**src/rtl/demux1x4_buffered_pkg.sv**
```systemverilog
// demux1x4_buffered_pkg: shared channel constants and width helpers
package demux1x4_buffered_pkg;
   localparam int NUM_CH = 4;
   localparam int SEL_W = 2;
   function automatic int cntWidth(input int depth);
      return $clog2(depth) + 1;
   endfunction
   function automatic int sliceLsb(input int ch, input int width);
      return ch * width;
   endfunction
endpackage

```
**src/rtl/demux_chan_fifo.sv**
```systemverilog
// demux_chan_fifo: single-channel synchronous FIFO with occupancy count
module demux_chan_fifo
   import demux1x4_buffered_pkg::*;
#(
   parameter int WIDTH = 4,
   parameter int DEPTH = 2
) (
   input  logic                       clk,
   input  logic                       rst,
   input  logic                       wr_en,
   input  logic [WIDTH-1:0]           wr_data,
   input  logic                       rd_en,
   output logic [WIDTH-1:0]           rd_data,
   output logic                       full,
   output logic                       empty,
   output logic [cntWidth(DEPTH)-1:0] count
);
   localparam int PW = $clog2(DEPTH);
   localparam int CW = cntWidth(DEPTH);
   logic [WIDTH-1:0] mem [DEPTH];
   logic [PW-1:0] wrPtr, rdPtr;
   logic push, pop;
   assign full = count == CW'(DEPTH);
   assign empty = count == '0;
   assign push = wr_en & ~full;
   assign pop = rd_en & ~empty;
   assign rd_data = mem[rdPtr];
   // storage, pointers and occupancy; pointers wrap naturally since DEPTH is a power of two
   always_ff @(posedge clk or posedge rst) begin
      if (rst) begin
         for (int i = 0; i < DEPTH; i++) mem[i] <= '0;
         wrPtr <= '0;
         rdPtr <= '0;
         count <= '0;
      end else begin
         if (push) begin
            mem[wrPtr] <= wr_data;
            wrPtr <= wrPtr + PW'(1);
         end
         if (pop) rdPtr <= rdPtr + PW'(1);
         count <= count + CW'(push) - CW'(pop);
      end
   end
endmodule

```
**src/rtl/demux1x4_buffered.sv**
```systemverilog
// demux1x4_buffered: routes a tagged word stream into four independently buffered channels
module demux1x4_buffered
   import demux1x4_buffered_pkg::*;
#(
   parameter int WIDTH = 4,
   parameter int DEPTH = 2
) (
   input  logic                              clk,
   input  logic                              rst,
   input  logic                              in_valid,
   output logic                              in_ready,
   input  logic [WIDTH-1:0]                  in_data,
   input  logic [SEL_W-1:0]                  in_sel,
   output logic [NUM_CH-1:0]                 out_valid,
   input  logic [NUM_CH-1:0]                 out_ready,
   output logic [NUM_CH*WIDTH-1:0]           out_data,
   output logic [NUM_CH*cntWidth(DEPTH)-1:0] out_count
);
   localparam int CW = cntWidth(DEPTH);
   logic [NUM_CH-1:0] chFull, chEmpty;
   assign in_ready = ~chFull[in_sel];
   for (genvar c = 0; c < NUM_CH; c++) begin : g_ch
      logic wrEn;
      assign wrEn = in_valid & in_ready & (in_sel == SEL_W'(c));
      assign out_valid[c] = ~chEmpty[c];
      demux_chan_fifo #(.WIDTH(WIDTH), .DEPTH(DEPTH)) u_fifo (
         .clk     (clk),
         .rst     (rst),
         .wr_en   (wrEn),
         .wr_data (in_data),
         .rd_en   (out_ready[c]),
         .rd_data (out_data[sliceLsb(c, WIDTH) +: WIDTH]),
         .full    (chFull[c]),
         .empty   (chEmpty[c]),
         .count   (out_count[sliceLsb(c, CW) +: CW])
      );
   end
endmodule

```
**config.mk**
```make
export PLATFORM = sky130hd
export DESIGN_NAME = demux1x4_buffered
export DESIGN_NICKNAME = d
export VERILOG_FILES = /design/src/rtl/demux1x4_buffered_pkg.sv /design/src/rtl/demux_chan_fifo.sv /design/src/rtl/demux1x4_buffered.sv
export SDC_FILE = /design/constraint.sdc
export NUM_CORES = 1
export LEC_CHECK = 0
export ABC_AREA = 1
export ABC_CLOCK_PERIOD_IN_PS = 2100
export CAP_MARGIN = 20
export CORE_ASPECT_RATIO = 0.6
export CORE_MARGIN = 5
export CORE_UTILIZATION = 30
export CTS_BUF_LIST = sky130_fd_sc_hd__clkbuf_8
export DETAILED_ROUTE_END_ITERATION = 10
export DONT_BUFFER_PORTS = 1
export PLACE_DENSITY = 0.47
export SYNTH_ARGS = -nofsm -noshare
export SYNTH_HDL_FRONTEND = slang
export SYNTH_SLANG_ARGS = --single-unit
```
**constraint.sdc**
```tcl
create_clock -name clk -period 2.1 [get_ports clk]
set_clock_uncertainty 0.1 [all_clocks]
set_input_delay 0.42 -clock clk [delete_from_list [all_inputs] [get_ports clk]]
set_output_delay 0.42 -clock clk [all_outputs]
set_load 0.02 [all_outputs]
```
### After elaboration in Yosys (flattened, before gate mapping)

Index checks and enable logic that the tools add are counted.
W data, S select, Z words.

* flip-flop bits (word level): 48
* input port bits: 13
* output and inout bits: 29
* logic and storage cells: 121

* add/sub/neg operators: 16
* order comparisons: 13
* equal/unequal tests: 7
* multiplexer cells: 26
* bitwise operators: 30
* reduce and logical (&&, ||, !) cells: 9

Operators by type and width (count)
* $mux W4: 16
* $bwmux W8: 4
* $demux W4 S1: 4
* $ge A2 B2 Y1 const B: 8
* $not A1 Y2: 8
* $and A1 B1 Y1: 13
* $eq A2 B2 Y1 const B: 6
* $logic_not A2 Y1: 5
* $not A1 Y1: 9
* $add A1 B1 Y1 const B: 8
* $add A2 B1 Y2: 4
* $lt A2 B1 Y1 const B: 4
* $sub A2 B1 Y2: 4
* $logic_and A1 B1 Y1: 4
* $lt A2 B3 Y1 const B: 1
* $bmux W1 S2: 1
* $eq A2 B1 Y1 const B: 1
* $mux W1: 1

### Longest topological paths before layout

* depth in word-level cells: 9
* mapped depth: 9
* gate-level depth less buffers: 9

### Cells and area by module

A second synthesis with hierarchy kept.

* cells, all modules: 345
* area, all modules: 2628.8 um^2

By module, submodules not included
* demux_chan_fifo: times used 4, cells an instance 80, area an instance 628.1 um^2, sequential area each 300.3 um^2
* demux1x4_buffered: times used 1, cells an instance 25, area an instance 116.4 um^2, sequential area each 0.0 um^2

### Worst setup path after synthesis

Ideal clock, no wire load.

* kind: register to register
* from: register g_ch[3].u_fifo.count[1]
* to: register g_ch[3].u_fifo.count[1]
* library setup time: 117 ps
* data arrival time: 1567 ps
* required time: 1883 ps
* setup slack: 316 ps
* cell stages (with the launch flop): 9
* path buffers: 0
* period minus slack after synthesis: 1784 ps
* cell sequence: dfrtp_1 or2_2 nand2_1 inv_1 ha_1 inv_1 nand4_1 nand2_1 nand2_1

* elaborated cells on any way between the ends: 13
* classes of those cells: 2 x add/sub; 1 x eq/ne; 2 x mux; 7 x bitwise; 1 x reduce/logical

RTL lines
* from (decl): line demux_chan_fifo.sv:16 `output logic [cntWidth(DEPTH)-1:0] count`
* from (signal assigned): line demux_chan_fifo.sv:41 `count <= count + CW'(push) - CW'(pop);`
* $logic_not A2 Y1: line demux_chan_fifo.sv:24 `assign empty = count == '0;`
* $not A1 Y1
* net out_valid[3]: line demux1x4_buffered.sv:14 `output logic [NUM_CH-1:0] out_valid,`
* $and A1 B1 Y1: line demux_chan_fifo.sv:26 `assign pop = rd_en & ~empty;`
* net g_ch[3].u_fifo.pop: line demux_chan_fifo.sv:22 `logic push, pop;`
* $sub A2 B1 Y2: line demux_chan_fifo.sv:41

The timed path passes the listed nets, and every way through them passes these cells. The select of a mux whose other input is x is not followed.
A chain may end at the register's enable or synchronous reset.

### Final worst setup path

* from: register g_ch[1].u_fifo.count[0]
* to: output port in_ready

* cells in the longest elaborated chain, start to end: 4

RTL lines
* from (decl): line demux_chan_fifo.sv:16
* from (signal assigned): line demux_chan_fifo.sv:41
* $eq A2 B2 Y1: line demux_chan_fifo.sv:23 `assign full = count == CW'(DEPTH);`
* $bmux W1 S2: line demux1x4_buffered.sv:21 `assign in_ready = ~chFull[in_sel];`
* $mux W1 (implied by the code): line demux1x4_buffered.sv:21
* $not A1 Y1: line demux1x4_buffered.sv:21
* to (decl): line demux1x4_buffered.sv:11 `output logic in_ready,`

Every way passes these cells. The select of a mux whose other input is x is not followed.

==> run metrics <==
final critical-path share of the clock period 0.947; Setup-failing EPs final 0; Pre-Repair DR Iteration Count 5; Worst Hold End g_ch[1].u_fifo.mem[3]; floorplan die width 125 microns; leakage power of the design 1.43 nW; total chip power 4.26 mW; footprint of the flip-flops and latches around 1200 sq um; H-tree levels 2; Row Count 25; post-detail-place hpwl roughly 4.3 mm; flop-to-flop setup slack 0.29 ns; number of input and output port buffers inserted 0; sequential element share of the synthesized area 0.507; Post-Syn Instances 293; area of all placed cells without fillers 2670 sq um; Std-Cell Core Area 7790 sq um; post-placement cell area 2560 sq um; Final Hold Slack 0.118 ns; fraction of final layout cells sized beyond drive strength 1 0.111; cell taking the most area after synthesis sky130_fd_sc_hd__dfrtp_1; Antenna diodes 0; critical path type reg -> out; total wirelength of the detailed-routed design 5.99 mm; area of the multi-input gates roughly 1000 sq um; routed via count around 1,800; final layout net count roughly 320; post-detailed-route DRC marker count 0; clock tree sinks 48; status complete, no violations; synth top area cells sky130_fd_sc_hd__dfrtp_1, sky130_fd_sc_hd__nand2_1, sky130_fd_sc_hd__mux2_2; CP Data Required Time ~1.6 ns; total of flip-flops plus latches after synthesis 48; die area roughly 10000 sq um; Peak VDD IR around 0.62 mV; most repeated cell in the gate-level netlist after synthesis sky130_fd_sc_hd__nand2_1; number of synthesized flops with an enable pin 0; clock tree from TritonCTS yes; total of max-cap violations 0; normalized max-slew margin 0.636; f_max 0.503 GHz; via count of the first global-routing pass approximately 1,800; post-detailed-route wirelength per cell 14.5 microns; number of antenna violations at the first check in global routing 0; initial DRC count 96; Final Hold Vio Count 0; total routing usage reported by global routing 0.127; placer's final routability congestion estimate 0.755; depth of the most critical reg-to-reg path 8; max-slew violation count 0; Global Route met3 Usage 0.0511; Skew-Pair Late Insertion Delay slightly above 0.3 ns; CTS root buf sky130_fd_sc_hd__clkbuf_8; CTS clk-pin slew, worst paths about 0.1 ns; Crit path arrival time 1.47 ns; areal power density over the cells roughly 1600 nW/um^2; post-detailed-route via-to-cell ratio 4.42; final-layout fill cell count 803; Hold Crit Start in_data[3]; global routing's busiest layer met1; fraction of met2 tracks used by global routing 0.173; Net Count, Synth 310; prevailing post-synth register cell sky130_fd_sc_hd__dfrtp_1; first-pass GRT wire length approximately 9.7 mm; maximum fanout count along the critical path 8; # IOs 42; synth unique cells 15; final-layout setup total negative slack 0 ns; type of origin of the critical path flip-flop; post-synthesis async set-or-reset flop share 1.00; maximum buffer depth of the clock tree 2; DIE HEIGHT 78.9 microns; area share of the largest cell type after synthesis 0.507; Cell Area, Synth 2370 sq um; Worst Setup End Kind output pin; number of buffers added by the clock tree synthesis step 5; average cell area after synthesis 8.09 sq um; number of nets still failing antenna checks after routing 0; min Tclk post-route 1.99 ns; Area growth syn-to-layout 12.5%; top post-synthesis cells by count sky130_fd_sc_hd__nand2_1, sky130_fd_sc_hd__dfrtp_1, sky130_fd_sc_hd__inv_1; maximum number of pins on one net before global-route repair 26; initial core utilization 0.304; Slew @ Worst Pin 0.545 ns; buffers inserted by post-CTS timing repair 0; total congestion overflow after global routing 0; met1 track utilization from global routing 0.184; Worst R2R Start g_ch[3].u_fifo.count[1]; utilization of the core after routing 0.342; cell count of the worst hold path 2; critical register-to-register path endpoint g_ch[3].u_fifo.count[1]; class of the most critical hold timing path in -> reg; setup repair after global routing missed its margin no; total of warnings raised by yosys 0
stage by stage:
step | worst slack, ns | std cells
3_5_place_dp | 0.291 | 404
5_1_grt | 0.0381 | 413
3_3_place_gp | 0.304 | 404
2_1_floorplan | 0.316 | 293
4_1_cts | 0.0669 | 413
6_report | 0.111 | 413
critical path: stages (launching register included):
cell,delay (ns)
sky130_fd_sc_hd__dfrtp_1,0.49
sky130_fd_sc_hd__nor2_1,0.10
sky130_fd_sc_hd__nand2_1,0.07
sky130_fd_sc_hd__nand2_1,0.10
sky130_fd_sc_hd__nor2_4,0.22
sky130_fd_sc_hd__buf_4,0.18
layout make-up:
| type | count | area share |
|---|---|---|
| Inverter | 30 | 0.0422 |
| Tap cell | 108 | 0.0507 |
| Multi-Input combinational cell | 210 | 0.391 |
| Clock buffer | 5 | 0.0258 |
| Timing Repair Buffer | 9 | 0.0310 |
| Clock inverter | 3 | 0.00891 |
| Sequential cell | 48 | 0.451 |
placed cells by master (no fill, tap or decap), drive strengths merged:
master | Yosys | final
xnor2 | 3 | 3
clkinv | 0 | 1
nand4 | 9 | 9
clkbuf | 0 | 5
buf | 5 | 8
o21ai | 2 | 2
or2 | 1 | 1
inv | 30 | 30
nor2 | 18 | 18
nand3 | 23 | 23
mux2 | 12 | 12
nand2 | 129 | 129
dfrtp | 48 | 48
ha | 4 | 4
dlygate4sd3 | 0 | 1
xor2 | 9 | 9
clkinvlp | 0 | 2
kinds of logic after synthesis:
group	share of synthesized area
AOI/OAI and AO/OA	0.00422
muxes	0.0570
buffers and inverters	0.0559
adders and majority gates	0.0211
and+or+nand+nor	0.311
DFF	0.507
xor gates and xnor gates	0.0443
timing repair:
action,CTS,global route
resized for setup,1,1
hold endpoints to repair,23,0
setup endpoints to repair,1,1
hold buffers,1,0
metal layers:
metal | up-vias | wire (microns)
li1 | 934 | -
met4 | 0 | 53
met3 | 4 | 503
met1 | 848 | 3150
met5 | - | 0
met2 | 40 | 2290
how the worst max path moves through the flow:
stage | cells after the start | from | slack (ns) | to
after floorplan | 8 | g_ch[3].u_fifo.count[1] | 0.32 | g_ch[3].u_fifo.count[1]
after global placement | 8 | g_ch[3].u_fifo.count[1] | 0.30 | g_ch[3].u_fifo.count[1]
after detailed placement | 8 | g_ch[3].u_fifo.count[1] | 0.29 | g_ch[3].u_fifo.count[1]
after CTS | 5 | g_ch[3].u_fifo.count[0] | 0.07 | in_ready
after global routing | 5 | g_ch[1].u_fifo.count[0] | 0.04 | in_ready
final | 5 | g_ch[1].u_fifo.count[0] | 0.11 | in_ready
registers in the layout (all words and copies together) (netlist names):
signal and flops:
g_ch.u_fifo.count 8, g_ch.u_fifo.rdPtr 4, g_ch.u_fifo.wrPtr 4, g_ch.u_fifo.mem 32
where the power goes:
group          total [mW]  internal (mW)  switching, mW
sequential           1.82           1.38          0.435
clock               0.580          0.236          0.344
combinational        1.86          0.669           1.19
Power figures use the tool's default switching activity.
